===== config.mk =====
export PLATFORM = sky130hd
export DESIGN_NAME = seg_led_mux
export DESIGN_NICKNAME = d
export VERILOG_FILES = /design/src/rtl/seg_led_mux.sv
export SDC_FILE = /design/constraint.sdc
export NUM_CORES = 1
export LEC_CHECK = 0
export ABC_AREA = 1
export BUFFER_PORTS_ARGS = -buffer_cell sky130_fd_sc_hd__buf_4
export CELL_PAD_IN_SITES_DETAIL_PLACEMENT = 0
export CELL_PAD_IN_SITES_GLOBAL_PLACEMENT = 1
export CORE_ASPECT_RATIO = 0.75
export CORE_MARGIN = 2
export CORE_UTILIZATION = 43
export CTS_CLUSTER_DIAMETER = 80
export CTS_CLUSTER_SIZE = 12
export DETAILED_ROUTE_END_ITERATION = 7
export GPL_TIMING_DRIVEN = 0
export PLACE_DENSITY = 0.92
export SYNTH_ARGS = -nofsm -noshare
export SYNTH_HDL_FRONTEND = slang
export SYNTH_SLANG_ARGS = --single-unit

===== constraint.sdc =====
create_clock -name clk -period 2.6 [get_ports clk]
set_input_delay 0.13 -clock clk [delete_from_list [all_inputs] [get_ports clk]]
set_output_delay 0.13 -clock clk [all_outputs]
set_load 0.02 [all_outputs]

===== src/rtl/seg_led_mux.sv =====
// seg_led_mux: APB-programmed, multiplexed 7-segment LED driver with PWM dimming.
// Optional blink support is compiled in when SEG_BLINK_EN is defined.
module seg_led_mux #(
    parameter int DIGITS       = 6,
    parameter int CLK_FREQ     = 50_000_000,
    parameter int SCAN_FREQ    = 1000,
    parameter int DEAD_CYCLES  = 64,
    parameter int BLINK_FRAMES = 250
) (
    input  logic              clk,
    input  logic              rst_n,
    input  logic              psel,
    input  logic              penable,
    input  logic              pwrite,
    input  logic [3:0]        paddr,
    input  logic [31:0]       pwdata,
    output logic [31:0]       prdata,
    output logic [DIGITS-1:0] seg_sel_n,
    output logic [7:0]        seg_data
);

    localparam int SLOT = CLK_FREQ / (SCAN_FREQ * DIGITS);
    localparam int UNIT = (SLOT - DEAD_CYCLES) >> 4;
    localparam int CW   = $clog2(SLOT + 1);

    typedef enum logic [1:0] {
        IDLE,
        DEAD,
        ON
    } state_t;

    state_t        state, state_nx;
    logic [CW-1:0] slot_cnt, slot_cnt_nx;
    logic [2:0]    idx, idx_nx;
    logic [3:0]    bright_lat;
    logic          frame_tick;

    logic [7:0]    dig [8];
    logic [1:0]    ctrl;
    logic [3:0]    bright;
    logic [7:0]    blink;
    logic          blink_phase;

    logic          wr, rd, scan_en, lit, blanked;
    logic [31:0]   rdata, lit_end;
    logic [7:0]    cur, hex, pat;
    logic          unused_bits;

    assign wr = psel & penable & pwrite;
    assign rd = psel & penable & ~pwrite;

    // A CTRL write in flight wins over the stored enable so the FSM obeys it at once.
    assign scan_en = (wr && paddr == 4'h8) ? pwdata[0] : ctrl[0];

    assign unused_bits = ^pwdata[31:8];

    // Register file writes; out-of-range digits and read-only locations are dropped.
    always_ff @(posedge clk) begin
        if (!rst_n) begin
            for (int i = 0; i < 8; i++) begin
                dig[i] <= 8'h00;
            end
            ctrl   <= 2'b01;
            bright <= 4'hF;
        end else if (wr) begin
            if (!paddr[3] && {29'b0, paddr[2:0]} < 32'(DIGITS)) begin
                dig[paddr[2:0]] <= pwdata[7:0];
            end
            if (paddr == 4'h8) begin
                ctrl <= pwdata[1:0];
            end
            if (paddr == 4'h9) begin
                bright <= pwdata[3:0];
            end
        end
    end

`ifdef SEG_BLINK_EN
    localparam int BW = $clog2(BLINK_FRAMES + 1);
    logic [BW-1:0] frame_cnt;

    // Blink mask register and the frame divider that flips the blink phase.
    always_ff @(posedge clk) begin
        if (!rst_n) begin
            blink       <= 8'h00;
            frame_cnt   <= '0;
            blink_phase <= 1'b0;
        end else begin
            if (wr && paddr == 4'hA) begin
                blink <= 8'(pwdata[DIGITS-1:0]);
            end
            if (frame_tick) begin
                if (frame_cnt == BW'(BLINK_FRAMES - 1)) begin
                    frame_cnt   <= '0;
                    blink_phase <= ~blink_phase;
                end else begin
                    frame_cnt <= frame_cnt + 1'b1;
                end
            end
        end
    end
`else
    logic unused_tick;
    assign unused_tick = frame_tick;
    assign blink       = 8'h00;
    assign blink_phase = 1'b0;
`endif

    // Scan state register; brightness is captured on every entry to DEAD.
    always_ff @(posedge clk) begin
        if (!rst_n) begin
            state      <= IDLE;
            slot_cnt   <= '0;
            idx        <= 3'd0;
            bright_lat <= 4'hF;
        end else begin
            state    <= state_nx;
            slot_cnt <= slot_cnt_nx;
            idx      <= idx_nx;
            if (state_nx == DEAD && state != DEAD) begin
                bright_lat <= bright;
            end
        end
    end

    // Slot sequencing: DEAD gap, then ON, then advance to the next digit.
    always_comb begin
        state_nx    = state;
        slot_cnt_nx = slot_cnt + 1'b1;
        idx_nx      = idx;
        frame_tick  = 1'b0;
        unique case (state)
            IDLE: begin
                slot_cnt_nx = '0;
                idx_nx      = 3'd0;
                state_nx    = DEAD;
            end
            DEAD: begin
                if (slot_cnt == CW'(DEAD_CYCLES - 1)) begin
                    state_nx = ON;
                end
            end
            ON: begin
                if (slot_cnt == CW'(SLOT - 1)) begin
                    state_nx    = DEAD;
                    slot_cnt_nx = '0;
                    if (idx == 3'(DIGITS - 1)) begin
                        idx_nx     = 3'd0;
                        frame_tick = 1'b1;
                    end else begin
                        idx_nx = idx + 3'd1;
                    end
                end
            end
            default: state_nx = IDLE;
        endcase
        if (!scan_en) begin
            state_nx    = IDLE;
            slot_cnt_nx = '0;
            idx_nx      = 3'd0;
            frame_tick  = 1'b0;
        end
    end

    assign cur     = dig[idx];
    assign blanked = blink_phase & blink[idx];
    assign lit_end = 32'(DEAD_CYCLES)
                   + ({28'b0, bright_lat} + 32'd1) * 32'(UNIT);
    assign lit     = (state == ON) && (32'(slot_cnt) < lit_end);

    // Hex digit to active-low segment code {dp,g..a}.
    always_comb begin
        hex = 8'hFF;
        unique case (cur[3:0])
            4'h0: hex = 8'hC0;
            4'h1: hex = 8'hF9;
            4'h2: hex = 8'hA4;
            4'h3: hex = 8'hB0;
            4'h4: hex = 8'h99;
            4'h5: hex = 8'h92;
            4'h6: hex = 8'h82;
            4'h7: hex = 8'hF8;
            4'h8: hex = 8'h80;
            4'h9: hex = 8'h90;
            4'hA: hex = 8'h88;
            4'hB: hex = 8'h83;
            4'hC: hex = 8'hC6;
            4'hD: hex = 8'hA1;
            4'hE: hex = 8'h86;
            4'hF: hex = 8'h8E;
        endcase
    end

    // Segment pattern for the current digit: blink, raw, blank, then decode.
    always_comb begin
        pat = 8'hFF;
        if (blanked) begin
            pat = 8'hFF;
        end else if (ctrl[1]) begin
            pat = ~cur;
        end else if (cur[4]) begin
            pat = 8'hFF;
        end else begin
            pat = {~cur[7], hex[6:0]};
        end
    end

    // Registered drive of the display; everything dark outside the lit window.
    always_ff @(posedge clk) begin
        if (!rst_n) begin
            seg_sel_n <= '1;
            seg_data  <= 8'hFF;
        end else if (lit) begin
            seg_sel_n <= ~(DIGITS'(1) << idx);
            seg_data  <= pat;
        end else begin
            seg_sel_n <= '1;
            seg_data  <= 8'hFF;
        end
    end

    // Read mux, zero-extended; unmapped locations return zero.
    always_comb begin
        rdata = 32'h0;
        case (paddr)
            4'h8: rdata = {30'b0, ctrl};
            4'h9: rdata = {28'b0, bright};
            4'hA: rdata = {24'b0, blink};
            4'hB: rdata = {23'b0, blink_phase, 5'b0, idx};
            default: begin
                if (!paddr[3] && {29'b0, paddr[2:0]} < 32'(DIGITS)) begin
                    rdata = {24'b0, dig[paddr[2:0]]};
                end
            end
        endcase
    end

    // Read data register, loaded in the APB access cycle.
    always_ff @(posedge clk) begin
        if (!rst_n) begin
            prdata <= 32'h0;
        end else if (rd) begin
            prdata <= rdata;
        end
    end

endmodule


==> results.sh <==
export IMPL_timing_final_crit_share=0.888
export IMPL_port_buffers=38
export IMPL_tightest_slew_ns=0.766
export IMPL_slew_violations=0
export IMPL_clockBufferDepth=2
export IMPL_diodes=0
export IMPL_worstPathArrival_ns=2.61
export IMPL_hold_path_class="in -> reg"
export IMPL_final_hold_viol_count=0
export IMPL_clock_skew_ns=0.0110
export IMPL_r2r_cells=13
export IMPL_ant_nets=0
export IMPL_htreeDepth=4
export IMPL_die_y_um=108
export IMPL_vias=5300
export IMPL_synth_seq_cells=118
export IMPL_rsz0062_at_grt="false"
export IMPL_die_w_um=143
export IMPL_start_util=0.437
export IMPL_status="finished, final reports clean"
export IMPL_comb_power_share=0.088
export IMPL_numCtsBuffers=17
export IMPL_p_leak_nw=3.45
export IMPL_avgRoutedWirePerCell_um=14.5
export IMPL_cp_data_required_time_ns=2.90
export IMPL_dieArea_sq_mm=0.0155
export IMPL_p_switching_w=0.00127
export IMPL_power_density_mw_per_mm2=647
export IMPL_drive_gt1_frac=0.159
export IMPL_gp_congestion=0.925
export IMPL_clock_fmax_mhz=433
export IMPL_p_sw_frac=0.260
export IMPL_syn_inst=779
export IMPL_synth_distinct_cells=38
export IMPL_drtIter0Drc=718
export IMPL_clkPwrFrac=0.485
export IMPL_netlist_area_sq_mm=0.00625
export IMPL_core_sq_mm=0.0143
export IMPL_totalPowerFinal_w=0.00488
export IMPL_cts_tree="yes"
export IMPL_ff2ff_setup_slack_ns=0.29
export IMPL_cts_sinks=118
export IMPL_grt_pass1_vias=4683
export IMPL_grt_max_degree=17
export IMPL_clk_pin_slew_worst_paths_ns=0.06
export IMPL_firstDrtPassIters=6
export IMPL_max_vdd_ir_drop_uv=406
export IMPL_setup_viol=0
export IMPL_ys_warnings_count=0
export IMPL_drcViolationCount=0
export IMPL_p_int_w=0.00361
export IMPL_cp_endpoint="seg_sel_n[4]$_SDFF_PN1_"
export IMPL_hold_ws_ns=0.0172
export IMPL_maxCapViolations=0
export IMPL_rows=38
export IMPL_synth_seq_area_share=0.481
export IMPL_grt_overflow=0
export IMPL_p_seq_frac=0.427
export IMPL_io_pins=87
export IMPL_grt_pass1_wl_um=25100
export IMPL_reg2reg_to="seg_sel_n[4]$_SDFF_PN1_"
export IMPL_setup_worst_path_class="reg -> reg"
export IMPL_grt_usage=0.217
export IMPL_period_needed_ns=2.31
export IMPL_postRouteWirelength_um=15800
export IMPL_insertion_delay_ns=0.43
export IMPL_syn_avg_cell_area_sq_um=8.02
export IMPL_worst_path_max_fanout=7
export IMPL_dp_cells=1056
export IMPL_finalNetCount=935
export IMPL_viasPerCell=4.87
export IMPL_relSlewSlack=0.484
export IMPL_antenna_found_initial=0
export IMPL_clockRootBuffer="clkbuf_16"
export IMPL_setup_worst_path_end_class="flop"
export IMPL_setup_tns_ns=0
export IMPL_instances_no_fill=1089
export IMPL_crit_start="bright_lat[0]$_SDFFE_PN1P_"
export IMPL_cp_start_kind="flop"
export IMPL_area_growth_pct=20.8
export IMPL_r2r_start="bright_lat[0]$_SDFFE_PN1P_"
export IMPL_dp_hpwl_um=11800
## routing by layer
metal	GRT usage	vias up	wire length, um	share of wire
li1	-	2678	-	-
met1	0.337	2349	8000	0.51
met2	0.288	251	6160	0.39
met3	0.0549	22	1420	0.090
met4	0.0707	0	239	0.015
met5	0	-	0	0
## cells by family (layout without fill, tap and decap cells)
logic type / count (synthesis) / count (layout) / share of synthesized area
xor gates and xnor gates: 11 / 11 / 0.0154
buffers and inverters: 144 / 215 / 0.106
AOI/OAI and AO/OA: 101 / 101 / 0.0883
DFF: 118 / 118 / 0.481
and+or+nand+nor: 386 / 386 / 0.273
adders and majority gates: 18 / 18 / 0.0360
other: 1 / 40 / 0.000600
## flip-flops by register name (all words and copies together) (netlist names), named ones only
signal	flops
bright	4
bright_lat	4
ctrl	2
dig	64
idx	3
prdata	8
seg_data	8
seg_sel_n	6
slot_cnt	14
state	2
## power groups by stage
| stage | clock [W] | combinational (W) | sequential [W] |
|---|---|---|---|
| 3_3_place_gp | 0 | 0.000416 | 0.00212 |
| 5_1_grt | 0.00248 | 0.000484 | 0.00209 |
| 4_1_cts | 0.00240 | 0.000421 | 0.00208 |
| 2_1_floorplan | 0 | 0.000304 | 0.00210 |
| 6_report | 0.00237 | 0.000430 | 0.00208 |
| 3_5_place_dp | 0 | 0.000417 | 0.00212 |
## synth_stat cells (all sizes together)
cell type,instances,share of area
clkinv,2,0.0012
nor4,1,0.0010
dfxtp,54,0.17
xnor2,2,0.0028
nand3b,1,0.0012
edfxtp,64,0.31
inv,100,0.060
nor2,116,0.079
o21ai,55,0.045
o2111ai,2,0.0028
o21a,1,0.0012
nand2,181,0.11
nand3,72,0.062
o22ai,2,0.0020
ha,18,0.036
buf,39,0.043
xor2,9,0.013
o221ai,2,0.0028
a21oi,29,0.023
nand4,6,0.0060
conb,1,0.00060
o211ai,8,0.0096
nor3,9,0.012
clkbuf,3,0.0018
a31oi,2,0.0020
## area by class of cell
class / instances / area, sq um
Buffer: 42 / 278
Clock buffer: 17 / 425
Clock inverter: 15 / 170
Fill cell: 1346 / 6770
Inverter: 102 / 383
Multi-Input combinational cell: 556 / 2740
Sequential cell: 118 / 3000
Tap cell: 200 / 250
Timing Repair Buffer: 39 / 295
## worst min path at each step
stage	depth (start not counted)	slack, ns	end	from
2_1_floorplan	2	0.29	ctrl[0]$_SDFFE_PN1P_	pwdata[0]
4_1_cts	3	0.01	ctrl[1]$_SDFFE_PN0P_	pwdata[1]
5_1_grt	3	0.05	ctrl[1]$_SDFFE_PN0P_	pwdata[1]
3_3_place_gp	3	0.41	ctrl[0]$_SDFFE_PN1P_	pwdata[0]
6_report	3	0.02	ctrl[1]$_SDFFE_PN0P_	pwdata[1]
3_5_place_dp	3	0.43	ctrl[0]$_SDFFE_PN1P_	pwdata[0]
## worst max-delay path, cell delays in order (launching register included)
cell	delay, ns
dfxtp_1	0.49
ha_1	0.26
nand3_1	0.18
ha_1	0.34
nand2_1	0.08
nand2_1	0.05
nand3_1	0.06
nand3_1	0.08
a21oi_1	0.12
nand2_1	0.06
nand2_1	0.06
nand2_1	0.12
inv_1	0.19
nand3_1	0.10
## cells in the final DEF (no fill, tap or decap), types with 8 or more instances in the layout
cell type	netlist	routed
xor2_1	9	9
buf_4	26	64
a21oi_1	29	29
ha_1	18	18
inv_1	98	98
conb_1	1	40
buf_2	12	12
clkbuf_16	0	17
o21ai_0	53	53
o211ai_1	8	8
nor2_1	101	100
nand2_1	176	176
nand3_1	67	67
nor2_2	12	13
dfxtp_1	54	54
edfxtp_1	64	64
## timing repair
| item | in CTS | in global routing |
|---|---|---|
| hold buffers | 1 | 0 |
| buffers inserted | 0 | 0 |
| setup endpoints to repair | 0 | 4 |
| resized for setup | 0 | 2 |
| hold endpoints to repair | 1 | 0 |
## stage by stage
step / instance area [sq um] / setup WS, ns / util
final: 7550 / 0.291 / 0.527
after global routing: 7550 / 0.00846 / 0.527
after CTS: 7540 / 0.184 / 0.527
after detailed placement: 6930 / 0.155 / 0.484
after global placement: 6930 / 0.186 / 0.484
after floorplan: 6390 / 0.710 / -
Power figures use the tool's default switching activity.
